<file path="src/rtl/ccd_pkg.sv">
// Shared types and sizing helpers for the CCD line framer.
// FRAMER_TEST_PATTERN_EN (see ccd_line_framer) needs nothing from here.
package ccd_pkg;

  localparam int DEF_DATA_W = 12;

  typedef enum logic [2:0] {
    IDLE,
    SKIP,
    DARK,
    ACTIVE,
    DONE
  } state_t;

  typedef struct packed {
    logic                  sol;
    logic                  eol;
    logic [DEF_DATA_W-1:0] data;
  } fifo_entry_t;

  function automatic int cnt_w(int a, int b, int c);
    int m;
    m = a;
    if (b > m) m = b;
    if (c > m) m = c;
    return $clog2(m) + 1;
  endfunction

  function automatic int acc_w(int dw, int dark);
    return dw + $clog2(dark);
  endfunction

  localparam int DEF_CNT_W = cnt_w(16, 16, 2048);
  localparam int DEF_ACC_W = acc_w(DEF_DATA_W, 16);

endpackage

</file>
<file path="src/rtl/ccd_sync_fifo.sv">
// Single-clock show-ahead FIFO; rd_data is the head entry while !empty.
// Write while full succeeds only when a read frees a slot that cycle.
module ccd_sync_fifo
  import ccd_pkg::*;
#(
  parameter int WIDTH = 8,
  parameter int DEPTH = 16
) (
  input  logic             clk,
  input  logic             rst,
  input  logic             wr_en,
  input  logic [WIDTH-1:0] wr_data,
  input  logic             rd_en,
  output logic [WIDTH-1:0] rd_data,
  output logic             full,
  output logic             empty
);

  localparam int AW = $clog2(DEPTH);

  logic [WIDTH-1:0] mem [DEPTH];
  logic [AW:0]      wp;
  logic [AW:0]      rp;
  logic             do_wr;
  logic             do_rd;

  assign empty   = (wp == rp);
  assign full    = (wp[AW] != rp[AW]) &&
                   (wp[AW-1:0] == rp[AW-1:0]);
  assign do_rd   = rd_en & ~empty;
  assign do_wr   = wr_en & (~full | do_rd);
  assign rd_data = mem[rp[AW-1:0]];

  always_ff @(posedge clk) begin
    if (rst) begin
      wp <= '0;
      rp <= '0;
    end else begin
      if (do_wr) wp <= wp + 1'b1;
      if (do_rd) rp <= rp + 1'b1;
    end
  end

  always_ff @(posedge clk) begin
    if (do_wr) mem[wp[AW-1:0]] <= wr_data;
  end

endmodule

</file>
<file path="src/rtl/ccd_line_framer.sv">
// CCD line framer: skip dummies, average dark pixels, dark-correct actives.
// `define FRAMER_TEST_PATTERN_EN adds test_pattern (column-index output).
module ccd_line_framer
  import ccd_pkg::*;
#(
  parameter int DATA_W     = ccd_pkg::DEF_DATA_W,
  parameter int DUMMY_PIX  = 16,
  parameter int DARK_PIX   = 16,
  parameter int ACTIVE_PIX = 2048,
  parameter int FIFO_DEPTH = 16
) (
  input  logic              clk,
  input  logic              rst,
  input  logic              line_start,
  input  logic [DATA_W-1:0] pixel_data,
  input  logic              pixel_valid,
`ifdef FRAMER_TEST_PATTERN_EN
  input  logic              test_pattern,
`endif
  output logic [DATA_W-1:0] out_data,
  output logic              out_valid,
  input  logic              out_ready,
  output logic              out_sol,
  output logic              out_eol,
  output logic [DATA_W-1:0] dark_level,
  output logic [15:0]       line_count,
  output logic              overflow,
  output logic              short_line
);

  localparam int CNT_W = cnt_w(DUMMY_PIX, DARK_PIX, ACTIVE_PIX);
  localparam int ACC_W = acc_w(DATA_W, DARK_PIX);
  localparam int SH    = $clog2(DARK_PIX);
  localparam int EW    = DATA_W + 2;

  state_t            state_q, state_d, cur_state;
  logic [CNT_W-1:0]  cnt_q, cnt_d, cur_cnt;
  logic [ACC_W-1:0]  acc_q, acc_d, acc_base;
  logic [DATA_W-1:0] dark_q;
  logic [15:0]       line_q;
  logic              short_q, ovf_q;
  logic              dark_ld, emit, eol_hit, short_hit;
  logic              tp;
  logic [DATA_W-1:0] corr, px_out;
  logic              s_valid;
  logic [EW-1:0]     s_entry, rd_entry;
  logic              fifo_full, fifo_empty, rd_en, wr_drop;

`ifdef FRAMER_TEST_PATTERN_EN
  assign tp = test_pattern;
`else
  assign tp = 1'b0;
`endif

  // line_start restarts the line before this cycle's pixel is classified
  always_comb begin
    cur_state = line_start ? SKIP : state_q;
    cur_cnt   = line_start ? '0 : cnt_q;
    acc_base  = line_start ? '0 : acc_q;
    state_d   = cur_state;
    cnt_d     = cur_cnt;
    acc_d     = acc_base;
    dark_ld   = 1'b0;
    emit      = 1'b0;
    eol_hit   = 1'b0;
    short_hit = line_start &&
                (state_q inside {SKIP, DARK, ACTIVE});
    if (pixel_valid) begin
      unique case (cur_state)
        SKIP: begin
          if (cur_cnt == CNT_W'(DUMMY_PIX - 1)) begin
            state_d = DARK;
            cnt_d   = '0;
          end else begin
            cnt_d = cur_cnt + 1'b1;
          end
        end
        DARK: begin
          acc_d = acc_base + ACC_W'(pixel_data);
          if (cur_cnt == CNT_W'(DARK_PIX - 1)) begin
            state_d = ACTIVE;
            cnt_d   = '0;
            dark_ld = 1'b1;
          end else begin
            cnt_d = cur_cnt + 1'b1;
          end
        end
        ACTIVE: begin
          emit = 1'b1;
          if (cur_cnt == CNT_W'(ACTIVE_PIX - 1)) begin
            state_d = DONE;
            cnt_d   = '0;
            eol_hit = 1'b1;
          end else begin
            cnt_d = cur_cnt + 1'b1;
          end
        end
        default: ;
      endcase
    end
  end

  assign corr   = (pixel_data >= dark_q) ?
                  pixel_data - dark_q : '0;
  assign px_out = tp ? DATA_W'(cur_cnt) : corr;

  always_ff @(posedge clk) begin
    if (rst) begin
      state_q <= IDLE;
      cnt_q   <= '0;
      acc_q   <= '0;
      dark_q  <= '0;
      line_q  <= '0;
      short_q <= 1'b0;
      ovf_q   <= 1'b0;
      s_valid <= 1'b0;
      s_entry <= '0;
    end else begin
      state_q <= state_d;
      cnt_q   <= cnt_d;
      acc_q   <= acc_d;
      if (dark_ld)   dark_q  <= DATA_W'(acc_d >> SH);
      if (eol_hit)   line_q  <= line_q + 16'd1;
      if (short_hit) short_q <= 1'b1;
      if (wr_drop)   ovf_q   <= 1'b1;
      s_valid <= emit;
      if (emit)
        s_entry <= {cur_cnt == '0, eol_hit, px_out};
    end
  end

  // when full the FIFO is non-empty, so a read is exactly out_ready
  assign rd_en   = out_ready & ~fifo_empty;
  assign wr_drop = s_valid & fifo_full & ~out_ready;

  ccd_sync_fifo #(
    .WIDTH (EW),
    .DEPTH (FIFO_DEPTH)
  ) u_fifo (
    .clk     (clk),
    .rst     (rst),
    .wr_en   (s_valid),
    .wr_data (s_entry),
    .rd_en   (rd_en),
    .rd_data (rd_entry),
    .full    (fifo_full),
    .empty   (fifo_empty)
  );

  assign out_valid  = ~fifo_empty;
  assign out_sol    = out_valid & rd_entry[EW-1];
  assign out_eol    = out_valid & rd_entry[EW-2];
  assign out_data   = out_valid ? rd_entry[DATA_W-1:0] : '0;
  assign dark_level = dark_q;
  assign line_count = line_q;
  assign overflow   = ovf_q;
  assign short_line = short_q;

endmodule

</file>
<file path="config.mk">
export PLATFORM = sky130hd
export DESIGN_NAME = ccd_line_framer
export DESIGN_NICKNAME = d
export VERILOG_FILES = /design/src/rtl/ccd_pkg.sv /design/src/rtl/ccd_sync_fifo.sv /design/src/rtl/ccd_line_framer.sv
export SDC_FILE = /design/constraint.sdc
export NUM_CORES = 1
export LEC_CHECK = 0
export CAP_MARGIN = 20
export CORE_UTILIZATION = 55
export CTS_CLUSTER_DIAMETER = 30
export DETAILED_ROUTE_END_ITERATION = 8
export PLACE_DENSITY_LB_ADDON = 0.2
export SLEW_MARGIN = 30
export SYNTH_ARGS = -nofsm -noshare
export SYNTH_HDL_FRONTEND = slang
export SYNTH_SLANG_ARGS = --single-unit
</file>
<file path="constraint.sdc">
create_clock -name clk -period 4.2 [get_ports clk]
set_clock_uncertainty 0.2 [all_clocks]
set_input_delay 1.26 -clock clk [delete_from_list [all_inputs] [get_ports clk]]
set_output_delay 1.26 -clock clk [all_outputs]
set_load 0.005 [all_outputs]
</file>
==> results of run 1 <==
timing repair:
item | 4_1_cts | 5_1_grt
cloned | 4 | 0
gates resized for setup | 19 | 38
pin swaps | 0 | 7
setup endpoints to repair | 14 | 15
buffers inserted | 19 | 18
flip-flops by register name (all words and copies together), names as in the netlist, 5 cells and up, named ones only:
name,cells
cnt_q,12
u_fifo.rp,5
u_fifo.wp,5
dark_level,12
acc_q,16
s_entry,14
u_fifo.mem,224
line_count,16
per-layer routing:
metal  vias to the layer above  global-route usage, %  part of all wire (%)
met1                      4429                  34.85                    40
li1                       4051                      -                     -
met2                       314                  46.82                    50
met5                         -                      0                     0
met4                         0                  10.84                   3.6
met3                        79                  4.857                   5.6
metrics by stage:
| stage | instance area, µm² | hold WS, ps | power, µW |
|---|---|---|---|
| floorplan | 13690 | 255.7 | 3438 |
| global placement | 15240 | 259.2 | 3499 |
| detailed placement | 15240 | 265.6 | 3500 |
| CTS | 17550 | 275.9 | 8271 |
| global route | 17640 | 297.4 | 8444 |
| finish | 17640 | 268.1 | 8232 |
worst min-delay path by stage:
stage                       endpoint  slack (ps)
after floorplan             overflow         260
after global routing      short_line         300
after global placement    short_line         260
after CTS                   overflow         280
after detailed placement    overflow         270
final                       overflow         270
worst max-delay path, delay by kind of cell (launching register included):
kind                   cells  cell delay [ps]
AND/OR/NAND/NOR            1              150
multiplexers               2             1020
flip-flops                 1              380
buffers and inverters      5              570
cells in the final DEF (no fill, tap or decap), drive strengths merged, types with 5 or more instances in the layout:
cell	n
edfxtp	224
buf	116
dfxtp	90
nor2	81
mux4	70
clkbuf	70
clkdlybuf4s50	46
a21oi	43
nand2	41
inv	38
ha	32
xnor2	31
o21ai	26
nor2b	23
and2	16
nand3	15
or3	14
clkinv	14
xor2	13
a211oi	13
a22o	11
bufinv	10
nand2b	10
nor3	10
a21o	9
nand4	8
and3	8
mux2i	7
nand3b	6
and4	6
a22oi	5
kinds of logic after synthesis:
family                   after synthesis  share of synthesized area (%)
flip-flops                           314                          62.35
AND/OR/NAND/NOR                      255                          9.788
buffers and inverters                 71                          2.104
XOR/XNOR                              44                          2.817
adder cells (fa/ha/maj)               34                          3.220
multiplexers                          77                          12.04
AO/OA/AOI/OAI                        152                          7.684
final cells by class:
class,instances,area share [%]
Inverter,28,0.6172
Sequential cell,314,48.40
Clock inverter,38,3.129
Timing Repair Buffer,176,9.279
Multi-Input combinational cell,562,27.95
Clock buffer,63,8.329
Tap cell,324,2.299
power groups by stage:
stage	Sequential, µW	Combinational [µW]	Clock (µW)
CTS	3280	157	4830
detailed placement	3340	156	0
finish	3280	158	4790
global route	3280	174	4990
floorplan	3340	94.2	0
global placement	3340	154	0
Yosys cell counts, types with 7 or more instances:
master                       n  area share [%]
sky130_fd_sc_hd__a211oi_1    9            0.49
sky130_fd_sc_hd__a21o_1      9            0.49
sky130_fd_sc_hd__a21oi_1    43             1.6
sky130_fd_sc_hd__a22o_1     11            0.70
sky130_fd_sc_hd__and2_1     16            0.73
sky130_fd_sc_hd__and3_1      8            0.37
sky130_fd_sc_hd__buf_2      11            0.40
sky130_fd_sc_hd__clkbuf_1   28            0.77
sky130_fd_sc_hd__dfxtp_1    90              13
sky130_fd_sc_hd__edfxtp_1  224              49
sky130_fd_sc_hd__ha_1       32             2.9
sky130_fd_sc_hd__inv_1      28            0.77
sky130_fd_sc_hd__mux2i_1     7            0.51
sky130_fd_sc_hd__mux4_2     70              12
sky130_fd_sc_hd__nand2_1    41             1.1
sky130_fd_sc_hd__nand2b_1    9            0.41
sky130_fd_sc_hd__nand3_1    15            0.55
sky130_fd_sc_hd__nand4_1     8            0.37
sky130_fd_sc_hd__nor2_1     80             2.2
sky130_fd_sc_hd__nor2b_1    22             1.0
sky130_fd_sc_hd__nor3_1     10            0.37
sky130_fd_sc_hd__o21ai_0    25            0.91
sky130_fd_sc_hd__or3_1      14            0.64
sky130_fd_sc_hd__xnor2_1    31             2.0
sky130_fd_sc_hd__xor2_1     13            0.83
==> impl_summary.txt, run 1 <==
----------------------------------------------------
[Status]
  Run status ... complete, no violations

[Final layout]
  Footprint of the flip-flops and latches ... 8536 µm²
  Layout cell share with drive strength beyond 1 ... 27.52%
  Finished Layout Cells ... 1505
  Fill cell instance count of the final layout ... 1617
  Utilization after layout ... 72.31%
  Layout net count ... 1189
  Number of antenna cells inserted ... 0
  Growth of design area from synthesis to finish ... 28.94%
  Area occupied by multi-input gates ... 4930 µm²

[Clock tree]
  Number of buffers created by CTS ... 56
  Clock tree buffer depth ... 3
  Post-cts hold buffer count ... 0
  Count of clock tree sinks ... 314
  CTS root buf ... sky130_fd_sc_hd__clkbuf_16
  Worst-Skew Late Latency ... 570 ps
  Register clock-pin slew on the reported worst setup and hold paths ... 40 ps
  Clock tree from TritonCTS ... done
  Number of H-tree branching levels ... 2

[Yosys]
  Number of enable flip-flop cells after synthesis ... 224
  Number of synthesized register bits ... 314
  Netlist area before placement ... 13680 µm²
  Synth async-reset ratio ... 0%
  Post-synthesis cell type count ... 67
  Count of yosys warnings during synthesis ... 0
  Register area share after synthesis ... 62.35%
  Number of standard cells after synthesis ... 947
  Synthesized netlist net count ... 998
  Mean Syn Cell Area ... 14.44 µm²
  Primary flip-flop cell chosen by synthesis mapping ... sky130_fd_sc_hd__edfxtp_1

[Floorplanning]
  Floorplan core area ... 24390 µm²
  Height of the chip ... 159.7 µm
  Number of placement rows ... 57
  Horizontal die dimension ... 159.7 µm
  Boundary Pins ... 62
  Die ar. ... 25500 µm²
  Starting density of the core ... 56.08%

[Global routing]
  Antenna violations before repair ... 0
  Grt total ovfl ... 0
  Total routing usage reported by global routing ... 27.41%
  Maximum number of pins on one net before global-route repair ... 39
  First-pass GRT wire length ... 52600 µm
  Via count of the first global-routing pass ... 9066

[Place]
  Detailed placement HPWL ... 19950 µm
  Weighted congestion reported at the end of routability-driven placement ... 0.8400
  Number of buffers inserted by port buffering ... 61
  Pre-CTS worst setup slack ... -60.65 ps
  Inst Count DP ... 1368

[Hold path]
  Hold Startpoint ... overflow
  Min-Delay Path Class ... reg -> reg
  Number of instances on the worst hold path ... 2

[Timing]
  Transition time of the tightest slew-check pin ... 847.7 ps
  Final setup margin ... 45.01 ps
  Setup repair after global routing missed its margin ... yes
  Hold violation total from the final report ... 0
  Highest Clock Rate ... 0.2407 GHz
  Setup TNS ... 0 ps
  Number of endpoints failing setup at the final stage ... 0
  Post-layout min period ... 4155 ps
  Final Max Tran Viols ... 0
  Worst slew margin relative to its limit ... 43.28%
  Period Utilization, post-route ... 98.93%

[Setup path]
  FF-to-FF Start ... acc_q[6]
  Setup slack of the worst register-to-register path ... 1430 ps
  Cell with the largest stage delay on the worst path ... sky130_fd_sc_hd__mux4_2
  CP Cell Sequence ... buf_8 > buf_12 > buf_12 > buf_4 > mux4_2 > mux4_2 > and2_4 > clkbuf_2
  Endpoint of the worst register-to-register path ... dark_level[9]
  Depth of the most critical reg-to-reg path ... 8
  Max incr delay on CP ... 520 ps
  WS Path Type ... reg -> out
  Required time reported for the critical path endpoint ... 2740 ps
  Maximum fanout count along the critical path ... 6
  Type of element capturing the critical path ... output pin
  Data arrival time at the worst-slack endpoint ... 2690 ps
  Termination of the worst setup path ... out_data[9]
  Type of element launching the critical path ... flop

[Pwr]
  Clk pwr share ... 58.2%
  Leakage component of the power ... 0.006844 µW
  Share of total power in sequential cells ... 39.9%
  Fraction of power spent switching nets ... 20.86%
  Internal cell power ... 6515 µW
  Power share of the combinational group ... 1.9%
  Power spent charging and discharging nets ... 1717 µW
  Power per unit of standard cell area ... 466.8 nW/µm²
  Maximum vdd drop ... 0.0003255 V

[Drt]
  Iteration-0 DRC count of the detailed router ... 712
  Post-detailed-route count of antenna-violating nets ... 0
  Number of vias after detailed routing ... 8873
  Pre-antenna DRT Iters ... 8
  Average wire per cell in the routed design ... 22.70 µm
  DRC violation count after routing ... 0
  Total wire length ... 34170 µm
  Detailed-route vias per instance ... 5.896

[Flow run]
  Number of maximum-capacitance constraint violations ... 0

----------------------------------------------------
(Power assumes the default switching activity.)
==> run 2, diff against run 1 <==
GPL_ROUTABILITY_DRIVEN = 1   (was default)
SLEW_MARGIN = default   (was 30)
==> run 2 against run 1 <==
Net effect: die area is the same; utilization is essentially flat; routed wire length shrank 0.23%; critical path depth is the same; sequential power is essentially flat; combinational power is essentially flat.
==> impl_summary.txt, run 2 (same netlist as run 1, synthesis figures left out) <==
----------------------------------------------------
[Status]
  Run status ... complete, no violations

[Setup path]
  Endpoint of the worst register-to-register path ... s_entry[9]
  Max incr delay on CP ... 520 ps (about the same)
  Required time reported for the critical path endpoint ... 2740 ps (about the same)
  Data arrival time at the worst-slack endpoint ... 2690 ps (about the same)
  Cell with the largest stage delay on the worst path ... sky130_fd_sc_hd__mux4_2
  Setup slack of the worst register-to-register path ... 1350 ps (-80 ps)
  Depth of the most critical reg-to-reg path ... 7 (-1)
  CP Cell Sequence ... buf_8 > buf_12 > buf_12 > buf_4 > mux4_2 > mux4_2 > and2_4 > clkbuf_2
  Maximum fanout count along the critical path ... 6 (unchanged)
  Buffers and inverters on the worst path ... 5 (unchanged)
  Type of element launching the critical path ... flop
  WS Path Type ... reg -> out
  Largest delay contributor family on the critical path ... multiplexers
  FF-to-FF Start ... dark_level[7]
  Type of element capturing the critical path ... output pin

[Clock tree]
  Clock tree from TritonCTS ... done
  Register clock-pin slew on the reported worst setup and hold paths ... 40 ps (about the same)
  Number of buffers created by CTS ... 56 (unchanged)
  CTS root buf ... sky130_fd_sc_hd__clkbuf_16
  Clock tree buffer depth ... 3 (unchanged)
  Number of H-tree branching levels ... 2 (unchanged)
  Worst-Skew Late Latency ... 570 ps (about the same)
  Post-cts hold buffer count ... 0 (unchanged)
  Count of clock tree sinks ... 314 (unchanged)

[Drt]
  Pre-antenna DRT Iters ... 6 (-2)
  Detailed-route vias per instance ... 5.884 (-0.19%)
  DRC violation count after routing ... 0 (unchanged)
  Total wire length ... 34090 µm (-0.23%)
  Number of vias after detailed routing ... 8856 (-0.19%)
  Average wire per cell in the routed design ... 22.65 µm (-0.23%)
  Post-detailed-route count of antenna-violating nets ... 0 (unchanged)
  Iteration-0 DRC count of the detailed router ... 669 (-6.0%)

[Timing]
  Transition time of the tightest slew-check pin ... 986.5 ps (+138.7 ps)
  Period Utilization, post-route ... 98.90% (about the same)
  Number of endpoints failing setup at the final stage ... 0 (unchanged)
  Hold violation total from the final report ... 0 (unchanged)
  Final Max Tran Viols ... 0 (unchanged)
  Setup TNS ... 0 ps (unchanged)
  Worst slew margin relative to its limit ... 33.69% (-9.6 points)
  Setup repair after global routing missed its margin ... yes
  Final setup margin ... 46.31 ps (+1.298 ps)
  Post-layout min period ... 4154 ps (-1.298 ps)
  Highest Clock Rate ... 0.2408 GHz (about the same)

[Hold path]
  Hold worst-path end ... overflow
  Min-Delay Path Class ... reg -> reg
  Number of instances on the worst hold path ... 2 (unchanged)
  Hold Startpoint ... overflow

[Final layout]
  Fill cell instance count of the final layout ... 1618 (+0.062%)
  Number of flip-flops in the largest register ... 224 (unchanged)
  Commonest cells after routing, fill and taps aside ... 224 x sky130_fd_sc_hd__edfxtp_1, 96 x sky130_fd_sc_hd__buf_4, 86 x sky130_fd_sc_hd__dfxtp_1
  Layout net count ... 1189 (unchanged)
  Area occupied by multi-input gates ... 4921 µm² (-0.18%)
  Commonest non-fill, non-tap cell in the layout ... sky130_fd_sc_hd__edfxtp_1
  Footprint of the flip-flops and latches ... 8536 µm² (unchanged)
  Layout cell share with drive strength beyond 1 ... 27.52% (unchanged)
  Number of antenna cells inserted ... 0 (unchanged)
  Growth of design area from synthesis to finish ... 28.88% (about the same)
  Utilization after layout ... 72.27% (about the same)

[Place]
  Pre-CTS worst setup slack ... -60.65 ps (unchanged)
  Number of buffers inserted by port buffering ... 61 (unchanged)
  Weighted congestion reported at the end of routability-driven placement ... 0.8400 (unchanged)
  Detailed placement HPWL ... 19950 µm (unchanged)

[Floorplanning]
  Boundary Pins ... 62 (unchanged)
  Height of the chip ... 159.7 µm (unchanged)
  Floorplan core area ... 24390 µm² (unchanged)
  Die ar. ... 25500 µm² (unchanged)
  Starting density of the core ... 56.08% (unchanged)
  Horizontal die dimension ... 159.7 µm (unchanged)
  Number of placement rows ... 57 (unchanged)

[Pwr]
  Maximum vdd drop ... 0.0003245 V (-0.30%)
  Leakage component of the power ... 0.006844 µW (about the same)
  Power per unit of standard cell area ... 466.8 nW/µm² (about the same)
  Total power ... 8229 µW (about the same)

[Global routing]
  Antenna violations before repair ... 0 (unchanged)
  Maximum number of pins on one net before global-route repair ... 39 (unchanged)
  Grt total ovfl ... 0 (unchanged)
  Total routing usage reported by global routing ... 27.41% (unchanged)
  Via count of the first global-routing pass ... 9066 (unchanged)
  First-pass GRT wire length ... 52600 µm (unchanged)

[Flow run]
  Number of maximum-capacitance constraint violations ... 0 (unchanged)

----------------------------------------------------
-- run 2: cell counts in the layout (fill, tap and decap cells not counted) --
Identical to the previous run, type by type.
-- run 2: worst max path at each step --
| stage | startpoint | end | slack [ps] | cells after the start |
|---|---|---|---|---|
| after floorplan | line_start | dark_level[10] | 80 | 11 |
| after global placement | line_start | dark_level[9] | -10 | 11 |
| after detailed placement | line_start | dark_level[10] | -60 | 12 |
| after CTS | flop | out_data[4] | -130 | 8 |
| after global routing | flop | out_data[9] | -10 | 8 |
| final | flop | out_data[9] | 50 | 8 |
-- run 2: per-stage QoR --
step                cells  hold WS [ps]  cell area, µm²
finish               1505         268.1           17630
global placement     1368         259.2           15240
global route         1505         297.4           17630
CTS                  1492         275.9           17550
floorplan             947         255.7           13690
detailed placement   1368         265.6           15240
-- run 2: repair_timing --
action                                 in CTS  in global routing
pin swaps                                   0                  7
gates resized for setup                    19                 38
setup buffers                              19                 18
setup endpoints to repair                  14                 15
gates cloned                                4                  0
endpoints found under the hold margin       0                  0
-- run 2: worst min-delay path, cell delays in order, from the launching register on --
cell and delay, ps:
sky130_fd_sc_hd__dfxtp_1 320, sky130_fd_sc_hd__a21oi_1 40, sky130_fd_sc_hd__nor2_1 70
-- run 2: area by class of cell --
class	instances	area share, %
tap	324	2.300
clock inverter	38	3.130
sequential	314	48.42
timing repair buffer	176	9.284
clock buffer	63	8.333
inverter	28	0.6175
multi-input combinational	562	27.92
-- run 2: power breakdown --
| part | internal, µW | switching (µW) |
|---|---|---|
| clock network | 3170 | 1620 |
| registers | 3280 | 2.62 |
| logic | 68.4 | 89.3 |
| total | 6520 | 1710 |
-- run 2: layer usage --
layer	wire length (µm)	vias up	GRT usage, %	share of wire (%)
li1	-	4048	-	-
met1	13680	4418	34.85	40
met2	17170	311	46.82	50
met3	2041	79	4.857	6.0
met4	1202	0	10.84	3.5
met5	0	-	0	0
